==> src/rtl/fp32_to_int_conv_if.sv <==
// Stream bundle for the FP32 -> fixed-point converter: the input
// valid/ready/data channel plus the output valid/ready/data/flags channel.
// The slave modport is the converter's view, the master modport is the
// view of whatever feeds it and drains it.
interface fp32_to_int_conv_if #(
    parameter int OUT_W = 32
);
    logic             in_valid;
    logic             in_ready;
    logic [31:0]      in_data;
    logic             out_valid;
    logic             out_ready;
    logic [OUT_W-1:0] out_data;
    logic             out_ovf;
    logic             out_nan;
    logic             out_inexact;

    modport master (
        output in_valid, in_data, out_ready,
        input  in_ready, out_valid, out_data, out_ovf, out_nan, out_inexact
    );

    modport slave (
        input  in_valid, in_data, out_ready,
        output in_ready, out_valid, out_data, out_ovf, out_nan, out_inexact
    );
endinterface

==> src/rtl/fp32_to_int_conv.sv <==
// Two-stage streaming converter from IEEE-754 single precision to a signed
// OUT_W-bit fixed-point word with FRAC_BITS fractional bits. Stage 1
// classifies the operand and computes the shift amount; stage 2 shifts,
// rounds, saturates and negates. Both stages hold under backpressure so at
// most two items are buffered and throughput is one word per cycle.
// Optional feature macro: FP32_TO_INT_RNE_EN selects round-to-nearest-even;
// when it is undefined the magnitude is truncated toward zero.
module fp32_to_int_conv #(
    parameter int OUT_W     = 32,
    parameter int FRAC_BITS = 0
) (
    input  logic                 clk,
    input  logic                 rst,
    fp32_to_int_conv_if.slave    bus
);

    typedef enum logic [2:0] {
        CLS_ZERO,
        CLS_DENORM,
        CLS_NORMAL,
        CLS_INF,
        CLS_NAN
    } cls_t;

    localparam logic [63:0]      POS_MAX = (64'd1 << (OUT_W - 1)) - 64'd1;
    localparam logic [63:0]      NEG_MAX = 64'd1 << (OUT_W - 1);
    localparam logic [OUT_W-1:0] POS_SAT = POS_MAX[OUT_W-1:0];
    localparam logic [OUT_W-1:0] NEG_SAT = NEG_MAX[OUT_W-1:0];

    logic              v1;
    logic              v2;
    cls_t              cls1;
    logic              s1;
    logic [23:0]       m1;
    logic signed [9:0] sh1;

    logic              adv1;
    logic              in_ready;

    logic [7:0]        exp_in;
    logic [22:0]       frac_in;
    cls_t              cls_in;
    logic [9:0]        sh_in;

    logic [63:0]       mag;
    logic [63:0]       mag_r;
    logic              guard;
    logic              sticky;
    logic [9:0]        nsh;
    logic [48:0]       ext;

    logic [OUT_W-1:0]  res_data;
    logic              res_ovf;
    logic              res_nan;
    logic              res_inexact;

    logic [OUT_W-1:0]  data2;
    logic              ovf2;
    logic              nan2;
    logic              inexact2;

    // Stage 2 can take a new item when it is empty or being drained; stage 1
    // can take one when it is empty or moving into stage 2.
    assign adv1        = !v2 || bus.out_ready;
    assign in_ready    = !v1 || adv1;
    assign bus.in_ready = in_ready;

    assign exp_in  = bus.in_data[30:23];
    assign frac_in = bus.in_data[22:0];
    assign sh_in   = 10'({2'b00, exp_in}) - 10'd150 + 10'(FRAC_BITS);

    // Classify the incoming operand by its exponent and fraction fields.
    always_comb begin
        cls_in = CLS_NORMAL;
        if (exp_in == 8'hFF) begin
            cls_in = (frac_in != 23'd0) ? CLS_NAN : CLS_INF;
        end else if (exp_in == 8'h00) begin
            cls_in = (frac_in != 23'd0) ? CLS_DENORM : CLS_ZERO;
        end
    end

    // Stage 1 register: class, sign, significand with hidden bit, shift.
    always_ff @(posedge clk) begin
        if (rst) begin
            v1   <= 1'b0;
            cls1 <= CLS_ZERO;
            s1   <= 1'b0;
            m1   <= 24'd0;
            sh1  <= 10'sd0;
        end else if (in_ready) begin
            v1 <= bus.in_valid;
            if (bus.in_valid) begin
                cls1 <= cls_in;
                s1   <= bus.in_data[31];
                m1   <= {1'b1, frac_in};
                sh1  <= $signed(sh_in);
            end
        end
    end

    // Align the significand; right shifts keep guard and sticky, and a
    // shift of 25 or more leaves only a sticky contribution. Left shifts of
    // 40 or more cannot fit any output width, so they pin to all-ones.
    always_comb begin
        mag    = 64'd0;
        guard  = 1'b0;
        sticky = 1'b0;
        nsh    = 10'(-sh1);
        ext    = 49'd0;
        if (!sh1[9]) begin
            if (sh1 >= 10'sd40) begin
                mag = {64{1'b1}};
            end else begin
                mag = {40'd0, m1} << sh1[5:0];
            end
        end else if (nsh >= 10'd25) begin
            sticky = 1'b1;
        end else begin
            ext    = {m1, 25'd0} >> nsh[4:0];
            mag    = {40'd0, ext[48:25]};
            guard  = ext[24];
            sticky = |ext[23:0];
        end
    end

`ifdef FP32_TO_INT_RNE_EN
    assign mag_r = mag + {63'd0, guard & (sticky | mag[0])};
`else
    assign mag_r = mag;
`endif

    // Saturate, negate and attach flags according to the operand class.
    always_comb begin
        res_data    = '0;
        res_ovf     = 1'b0;
        res_nan     = 1'b0;
        res_inexact = 1'b0;
        case (cls1)
            CLS_NAN: begin
                res_data = POS_SAT;
                res_nan  = 1'b1;
            end
            CLS_INF: begin
                res_data = s1 ? NEG_SAT : POS_SAT;
                res_ovf  = 1'b1;
            end
            CLS_DENORM: begin
                res_inexact = 1'b1;
            end
            CLS_NORMAL: begin
                res_inexact = guard | sticky;
                if (!s1 && (mag_r > POS_MAX)) begin
                    res_data = POS_SAT;
                    res_ovf  = 1'b1;
                end else if (s1 && (mag_r > NEG_MAX)) begin
                    res_data = NEG_SAT;
                    res_ovf  = 1'b1;
                end else begin
                    res_data = s1 ? -mag_r[OUT_W-1:0] : mag_r[OUT_W-1:0];
                end
            end
            default: begin
                res_data = '0;
            end
        endcase
    end

    // Stage 2 register: final word and flags, held while stalled.
    always_ff @(posedge clk) begin
        if (rst) begin
            v2       <= 1'b0;
            data2    <= '0;
            ovf2     <= 1'b0;
            nan2     <= 1'b0;
            inexact2 <= 1'b0;
        end else if (adv1) begin
            v2 <= v1;
            if (v1) begin
                data2    <= res_data;
                ovf2     <= res_ovf;
                nan2     <= res_nan;
                inexact2 <= res_inexact;
            end
        end
    end

    assign bus.out_valid   = v2;
    assign bus.out_data    = data2;
    assign bus.out_ovf     = ovf2;
    assign bus.out_nan     = nan2;
    assign bus.out_inexact = inexact2;

endmodule

==> src/flat_wrapper.sv <==
// flat-port wrapper written by rule: the top's interface ports become plain ports
module fp32_to_int_conv_flat 
#(
    parameter int OUT_W     = 32,
    parameter int FRAC_BITS = 0
)
  (clk, rst, bus_in_valid, bus_in_data, bus_out_ready, bus_in_ready, bus_out_valid, bus_out_data, bus_out_ovf, bus_out_nan, bus_out_inexact);
  fp32_to_int_conv_if #(.OUT_W(OUT_W)) bus_i ();
  input  logic clk;
  input  logic rst;
  input wire logic [$bits(bus_i.in_valid)-1:0] bus_in_valid;
  input wire logic [$bits(bus_i.in_data)-1:0] bus_in_data;
  input wire logic [$bits(bus_i.out_ready)-1:0] bus_out_ready;
  output wire logic [$bits(bus_i.in_ready)-1:0] bus_in_ready;
  output wire logic [$bits(bus_i.out_valid)-1:0] bus_out_valid;
  output wire logic [$bits(bus_i.out_data)-1:0] bus_out_data;
  output wire logic [$bits(bus_i.out_ovf)-1:0] bus_out_ovf;
  output wire logic [$bits(bus_i.out_nan)-1:0] bus_out_nan;
  output wire logic [$bits(bus_i.out_inexact)-1:0] bus_out_inexact;
  assign bus_i.in_valid = bus_in_valid;
  assign bus_i.in_data = bus_in_data;
  assign bus_i.out_ready = bus_out_ready;
  assign bus_in_ready = bus_i.in_ready;
  assign bus_out_valid = bus_i.out_valid;
  assign bus_out_data = bus_i.out_data;
  assign bus_out_ovf = bus_i.out_ovf;
  assign bus_out_nan = bus_i.out_nan;
  assign bus_out_inexact = bus_i.out_inexact;
  fp32_to_int_conv #(.OUT_W(OUT_W), .FRAC_BITS(FRAC_BITS)) u_core (.clk(clk), .rst(rst), .bus(bus_i));
endmodule
==> config.mk <==
export PLATFORM = sky130hd
export DESIGN_NAME = fp32_to_int_conv_flat
export DESIGN_NICKNAME = d
export VERILOG_FILES = /design/src/rtl/fp32_to_int_conv_if.sv /design/src/rtl/fp32_to_int_conv.sv /design/src/flat_wrapper.sv
export SDC_FILE = /design/constraint.sdc
export NUM_CORES = 1
export LEC_CHECK = 0
export ABC_AREA = 1
export CAP_MARGIN = 5
export CORE_AREA = 2 2 120 122
export CTS_BUF_LIST = sky130_fd_sc_hd__clkbuf_8
export CTS_CLUSTER_SIZE = 12
export DETAILED_ROUTE_END_ITERATION = 8
export DIE_AREA = 0 0 122 124
export DONT_BUFFER_PORTS = 1
export PLACE_DENSITY = 0.89
export SLEW_MARGIN = 10
export SYNTH_ARGS = -nofsm -noshare
export SYNTH_HDL_FRONTEND = slang
export SYNTH_SLANG_ARGS = --single-unit
==> constraint.sdc <==
create_clock -name clk -period 3.5 [get_ports clk]
set_clock_uncertainty 0.2 [all_clocks]
set_input_delay 0.175 -clock clk [delete_from_list [all_inputs] [get_ports clk]]
set_output_delay 0.175 -clock clk [all_outputs]
set_load 0.1 [all_outputs]
==> results of run 1 <==
[worst max-delay path, delay by kind of cell (launching register included)]
kind	cells	cell delay, ns
DFF	1	0.38
AOI/OAI and AO/OA	1	0.15
and+or+nand+nor	20	1.89
buffers and inverters	7	0.73
adders and majority gates	1	0.17
[how the worst max path moves through the flow]
stage                     slack [ns]                 endpoint          start  cells past startpoint
after global routing           -0.34  u_core.bus.out_data[11]  u_core.sh1[0]                     27
after CTS                      0.008  u_core.bus.out_data[18]  u_core.sh1[0]                     28
after floorplan              0.00003  u_core.bus.out_data[27]  u_core.sh1[1]                     30
after global placement         -0.05  u_core.bus.out_data[27]  u_core.sh1[0]                     23
after detailed placement        -0.1  u_core.bus.out_data[18]  u_core.sh1[0]                     24
final                          -0.13  u_core.bus.out_data[31]  u_core.sh1[0]                     29
[per-stage QoR]
stage | power [mW] | util
5_1_grt | 4.45 | 0.741
4_1_cts | 3.75 | 0.665
3_3_place_gp | 2.96 | 0.617
3_5_place_dp | 2.98 | 0.617
2_1_floorplan | 2.46 | -
6_report | 4.27 | 0.741
[cells by family after synthesis]
kind of cell / after synthesis / share of synthesized area
AND/OR/NAND/NOR: 1079 / 0.598
buffers and inverters: 157 / 0.0954
AO/OA/AOI/OAI: 150 / 0.0980
flip-flops: 74 / 0.182
XOR/XNOR: 17 / 0.0183
adder cells (fa/ha/maj): 5 / 0.00770
[layer usage]
metal / GRT usage / part of all wire
met3: 0.123 / 0.15
met4: 0.175 / 0.053
met1: 0.605 / 0.38
met2: 0.653 / 0.42
met5: 0 / 0
[synthesized netlist by cell type, types with 3 or more instances]
| cell type | number |
|---|---|
| ha_1 | 5 |
| nand3b_1 | 5 |
| nor4_1 | 6 |
| buf_6 | 13 |
| nand3_1 | 328 |
| buf_2 | 24 |
| clkinv_1 | 7 |
| buf_1 | 7 |
| a31oi_1 | 4 |
| nor2_1 | 142 |
| buf_4 | 7 |
| nand3_2 | 16 |
| nand4_1 | 26 |
| o21bai_1 | 5 |
| nand2_1 | 503 |
| nor2_4 | 3 |
| xnor2_1 | 6 |
| dfxtp_1 | 74 |
| nor2_2 | 10 |
| xor2_1 | 11 |
| o21ai_0 | 59 |
| nor3_1 | 8 |
| inv_2 | 8 |
| o21ai_1 | 13 |
| nand2_2 | 22 |
| clkbuf_1 | 34 |
| inv_1 | 52 |
| a21oi_1 | 61 |
[sequential cells by signal, summed over array words and instances, names as in the netlist]
name and count:
u_core.bus.out_nan 1, u_core.bus.out_valid 1, u_core.m1 24, u_core.bus.out_data 32
u_core.bus.out_inexact 1, u_core.bus.out_ovf 1, u_core.s1 1, u_core.v1 1
u_core.cls1 3, u_core.sh1 9
[report_power, final]
part	switching, mW	internal (mW)
logic	1.57	0.843
clock network	0.411	0.342
registers	0.208	0.892
total	2.19	2.08
[final cells by class]
cell class              count  area, um2
well taps                 180        225
clock buffers               9        124
repair inverters            2       13.8
flip-flops and latches     74       1490
repair buffers            137       1350
multi-input cells        1253       6570
clock inverters             7       82.6
inverters                  70        308
fillers                  1034       3550
[timing repair]
item	4_1_cts	5_1_grt
gates resized for setup	5	200
cloned	0	8
pin swaps	0	55
endpoints found under the hold margin	72	0
setup endpoints to repair	29	33
hold buffers	42	0
buffers inserted	0	21
==> flow_metrics.tcl, run 1 <==
set metrics [dict create \
    vias_per_cell 6.64 \
    hp-start "bus_in_valid" \
    synthesis.nets 1523 \
    final_nets 1588 \
    postRouteAntennaNets 0 \
    place_ws_ns -0.0970 \
    holdPathStages 3 \
    synth-edff-count 0 \
    synth_seq_cells 74 \
    wl_per_cell_um 21.4 \
    cpMaxStageDelayCell "dfxtp_4" \
    worstReg2RegStart "u_core.sh1[0]" \
    setup_tns_ns -0.653 \
    ios 73 \
    layout_common_cells "nand2_1, nand3_1, nor2_1" \
    insertion_delay_ns 0.39 \
    powerDensity_nw_per_um2 420 \
    critPathKind "register to register" \
    drtIter0Drc 2407 \
    post-dp-hpwl_mm 23.6 \
    grt_pass1_vias 9809 \
    fin_ws_ns -0.126 \
    yosysTopAreaCell "nand2_1" \
    synth_cells 1482 \
    min_path_type "primary input to register" \
    antenna_found_initial 0 \
    synth-main-ff-cell "dfxtp_1" \
    clockBufferDepth 2 \
    arrival_ns 3.76 \
    start_kind "register" \
    violations "negative setup slack" \
    start_util 0.592 \
    p_leak_nw 4.74 \
    place_congestion 1.12 \
    overflow 0 \
    slew_viol_final 0 \
    synthTopCellsByArea "nand2_1, nand3_1, dfxtp_1" \
    die_h_um 124 \
    syn_area_per_cell_um2 5.48 \
    rows 43 \
    ys_warn_count 0 \
    period_share 1.04 \
    crit_path_max_fanout 8 \
    drtPass1Iterations 7 \
    ctsHtreeMaxLevel 3 \
    syn_to_final_growth_pct 25.2 \
    fmax_mhz 276 \
    grt_setup_unrepaired "true" \
    finalSetupViolCount 13 \
    layout_commonest_cell "nand2_1" \
    final_cells 1732 \
    die_w_um 122 \
    crit_required_ns 3.63 \
    fp.dieArea_um2 15100 \
    max_slew_margin 0.299 \
    drive_above_1_share 0.212 \
    max_cap_violations 0 \
    cp-end-kind "register" \
    max_stage_delay_ns 0.38 \
    placed_area_um2 8470 \
    hold_viol_final 0 \
    min_period_ns 3.63 \
    num_antenna_cells 0 \
    fp.coreArea_um2 13700 \
    dp.cells 1645 \
    worstReg2RegEnd "u_core.bus.out_data[31]" \
    ys_async_sr_fraction 0 \
    grtUsageTotal 0.441 \
    finalWirelength_mm 37.1 \
    synth_cell_types 45 \
    portBuffers 0 \
    grt_pass1_wl_mm 51.7 \
    cts.sinks 74 \
    grt_max_degree 41 \
    rr_worst_depth 29 \
    tightest_slew_ns 1.05 \
    cts_tree "done" \
    numCtsBuffers 9 \
    vdd.ir_drop.worst_mv 0.386 \
    r2r_setup_slack_ns -0.13 \
    yosysSeqAreaShare 0.182 \
    vias 11500 \
    cts_root_buf "clkbuf_8" \
    synth_top_area_share 0.233 \
    status "finished, violations left" \
    cpMostUsedCell "nand2_1" \
    drc 0 \
    syn_area_um2 8120 \
    min_to "u_core.s1" \
    hold_ws_ns 0.0586 \
    cts.clk_slew.worst_paths_ns 0.10 \
    post-route-cell-area_um2 10200 \
]
No activity file was read; power rests on OpenSTA's default activity.
==> run 2: changes to the inputs <==
--- a/constraint.sdc
+++ b/constraint.sdc
@@ -4,2 +4,2 @@
 set_output_delay 0.175 -clock clk [all_outputs]
-set_load 0.1 [all_outputs]
+set_load 0.05 [all_outputs]
==> flow_metrics.tcl, run 2 (synthesis results as in run 1) <==
set metrics [dict create \
    status "finished, violations left" \
    violations "design-rule violations, negative setup slack" \
    finalWirelength_mm 37.6 \
    fp.dieArea_um2 15100 \
    min_period_ns 3.57 \
    drtPass1Iterations 9 \
    layout_commonest_cell "nand2_1" \
    combPwrFrac 0.571 \
    crit_family "simple AND/OR/NAND/NOR gates" \
    power.switching_mw 2.11 \
    fillers 1037 \
    seq_power_share 0.247 \
    cp-end-kind "register" \
    vias 11700 \
    drtIter0Drc 2243 \
    postRouteAntennaNets 0 \
    start_kind "register" \
    cts_tree "done" \
    grt_pass1_vias 9945 \
    placed_area_um2 8490 \
    rows 43 \
    drive_above_1_share 0.212 \
    clkPwrFrac 0.182 \
    start_util 0.592 \
    grt_max_degree 41 \
    wl_per_cell_um 21.8 \
    finalSetupViolCount 19 \
    grt_pass1_wl_mm 51.3 \
    max_slew_margin 0.349 \
    post-route-cell-area_um2 10200 \
    arrival_ns 3.66 \
    ctsHtreeMaxLevel 3 \
    antenna_found_initial 0 \
    ios 73 \
    grtUsageTotal 0.438 \
    die_w_um 122 \
    slew_viol_final 0 \
    largest_reg_flops 32 \
    powerDensity_nw_per_um2 412 \
    grt_setup_unrepaired "true" \
    num_antenna_cells 0 \
    final_nets 1585 \
    vias_per_cell 6.76 \
    total_power_mw 4.18 \
    crit_required_ns 3.59 \
    cts.sinks 74 \
    drc 71 \
    fmax_mhz 280 \
    post-dp-hpwl_mm 23.5 \
    intPower_mw 2.07 \
    critPathKind "register to register" \
    vdd.ir_drop.worst_mv 0.492 \
    layout_common_cells "nand2_1, nand3_1, nor2_1" \
    overflow 0 \
    fin_ws_ns -0.0694 \
    cpMostUsedCell "nand2_1" \
    crit_path_max_fanout 6 \
    p_leak_nw 4.76 \
    crit_path_cell_trace "inv_4, ha_4, buf_12, nand3_1, nand3_1, nand2_1, o21ai_2, nand2_1, nand2_1, nor2_1, nor2_2, nand3_4, inv_2, nand3_2, buf_6, nand2_4, nand2_2, or2_1, nand3_2, nand2_1, nand2_1, nand2_1, nand2_1, a21oi_1" \
    place_congestion 1.03 \
    power_switching_share 0.504 \
    period_share 1.02 \
    die_h_um 124 \
    portBuffers 0 \
    numCtsBuffers 9 \
    cpMaxStageDelayCell "dfxtp_4" \
    max_cap_violations 0 \
    tightest_slew_ns 0.971 \
    syn_to_final_growth_pct 25.2 \
    min_path_type "primary input to register" \
    critPathBufInv 4 \
    clockBufferDepth 2 \
    insertion_delay_ns 0.40 \
    hold_viol_final 0 \
    cts.clk_slew.worst_paths_ns 0.10 \
    fp.coreArea_um2 13700 \
    hold_ws_ns 0.0106 \
    max_stage_delay_ns 0.40 \
    cts_root_buf "clkbuf_8" \
]
-- run 2: changes by cell type in the layout (fill, tap and decap cells not counted), moves of 3 or more --
cell | previous run | this run
nand2_2 | 57 | 66
inv_6 | 6 | 3
nand3_2 | 57 | 62
buf_4 | 73 | 68
nand3_1 | 278 | 275
o21ai_0 | 51 | 55
o21ai_1 | 15 | 11
nand2_1 | 459 | 453
clkinvlp_4 | 4 | 1
nand2_4 | 11 | 7
-- run 2: worst min-delay path, stage by stage --
cell and delay, ns:
o21ai_0 0.19, or2_2 0.12, a31oi_1 0.07
-- run 2: timing repair --
action | 4_1_cts | 5_1_grt
buffers inserted | 0 | 17
gates resized for setup | 4 | 198
setup endpoints to repair | 9 | 33
pin swaps | 0 | 41
gates cloned | 0 | 6
hold buffers | 44 | 0
endpoints found under the hold margin | 72 | 0
-- run 2: power by group through the flow --
stage | registers (mW) | clock network [mW] | logic (mW)
after floorplan | 1.01 | 0 | 1.38
after global placement | 1.03 | 0 | 1.85
after detailed placement | 1.04 | 0 | 1.87
after CTS | 1.02 | 0.737 | 1.94
after global routing | 1.04 | 0.785 | 2.55
final | 1.04 | 0.760 | 2.39
-- run 2: final cells by class --
class	instances	area (um2)	area share
Clock inverter	7	85.1	0.00837
Timing Repair Buffer	136	1390	0.136
Clock buffer	9	124	0.0122
Sequential cell	74	1490	0.147
Tap cell	180	225	0.0222
Multi-Input combinational cell	1251	6520	0.642
Timing Repair inverter	2	21.3	0.00209
Inverter	70	310	0.0305
-- run 2: layer usage --
layer  up-vias  part of all wire  track usage
li1       5050                 -            -
met1      5196              0.37        0.577
met2      1133              0.42        0.667
met3       308              0.15        0.135
met4         0             0.066        0.176
met5         -                 0            0
-- run 2: final timing paths --
path,startpoint,to,slack (ns),cells past startpoint
worst max-delay path,u_core.sh1[0],u_core.bus.out_data[18],-0.07,24
worst min-delay path,bus_in_data[26],u_core.sh1[5],0.01,3
worst max register to register,u_core.sh1[0],u_core.bus.out_data[18],-0.07,24
worst min register to register,u_core.cls1[1],u_core.cls1[1],0.31,2
-- run 2: stage by stage --
stage | TNS (ns) | setup slack (ns) | utilization | std cells
after global placement | 0 | 0.0373 | 0.619 | 1646
after floorplan | 0 | 0.0000318 | - | 1482
after detailed placement | -0.0625 | -0.0462 | 0.619 | 1646
after CTS | 0 | 0.00968 | 0.668 | 1706
final | -0.483 | -0.0694 | 0.741 | 1729
after global routing | -5.19 | -0.213 | 0.741 | 1729
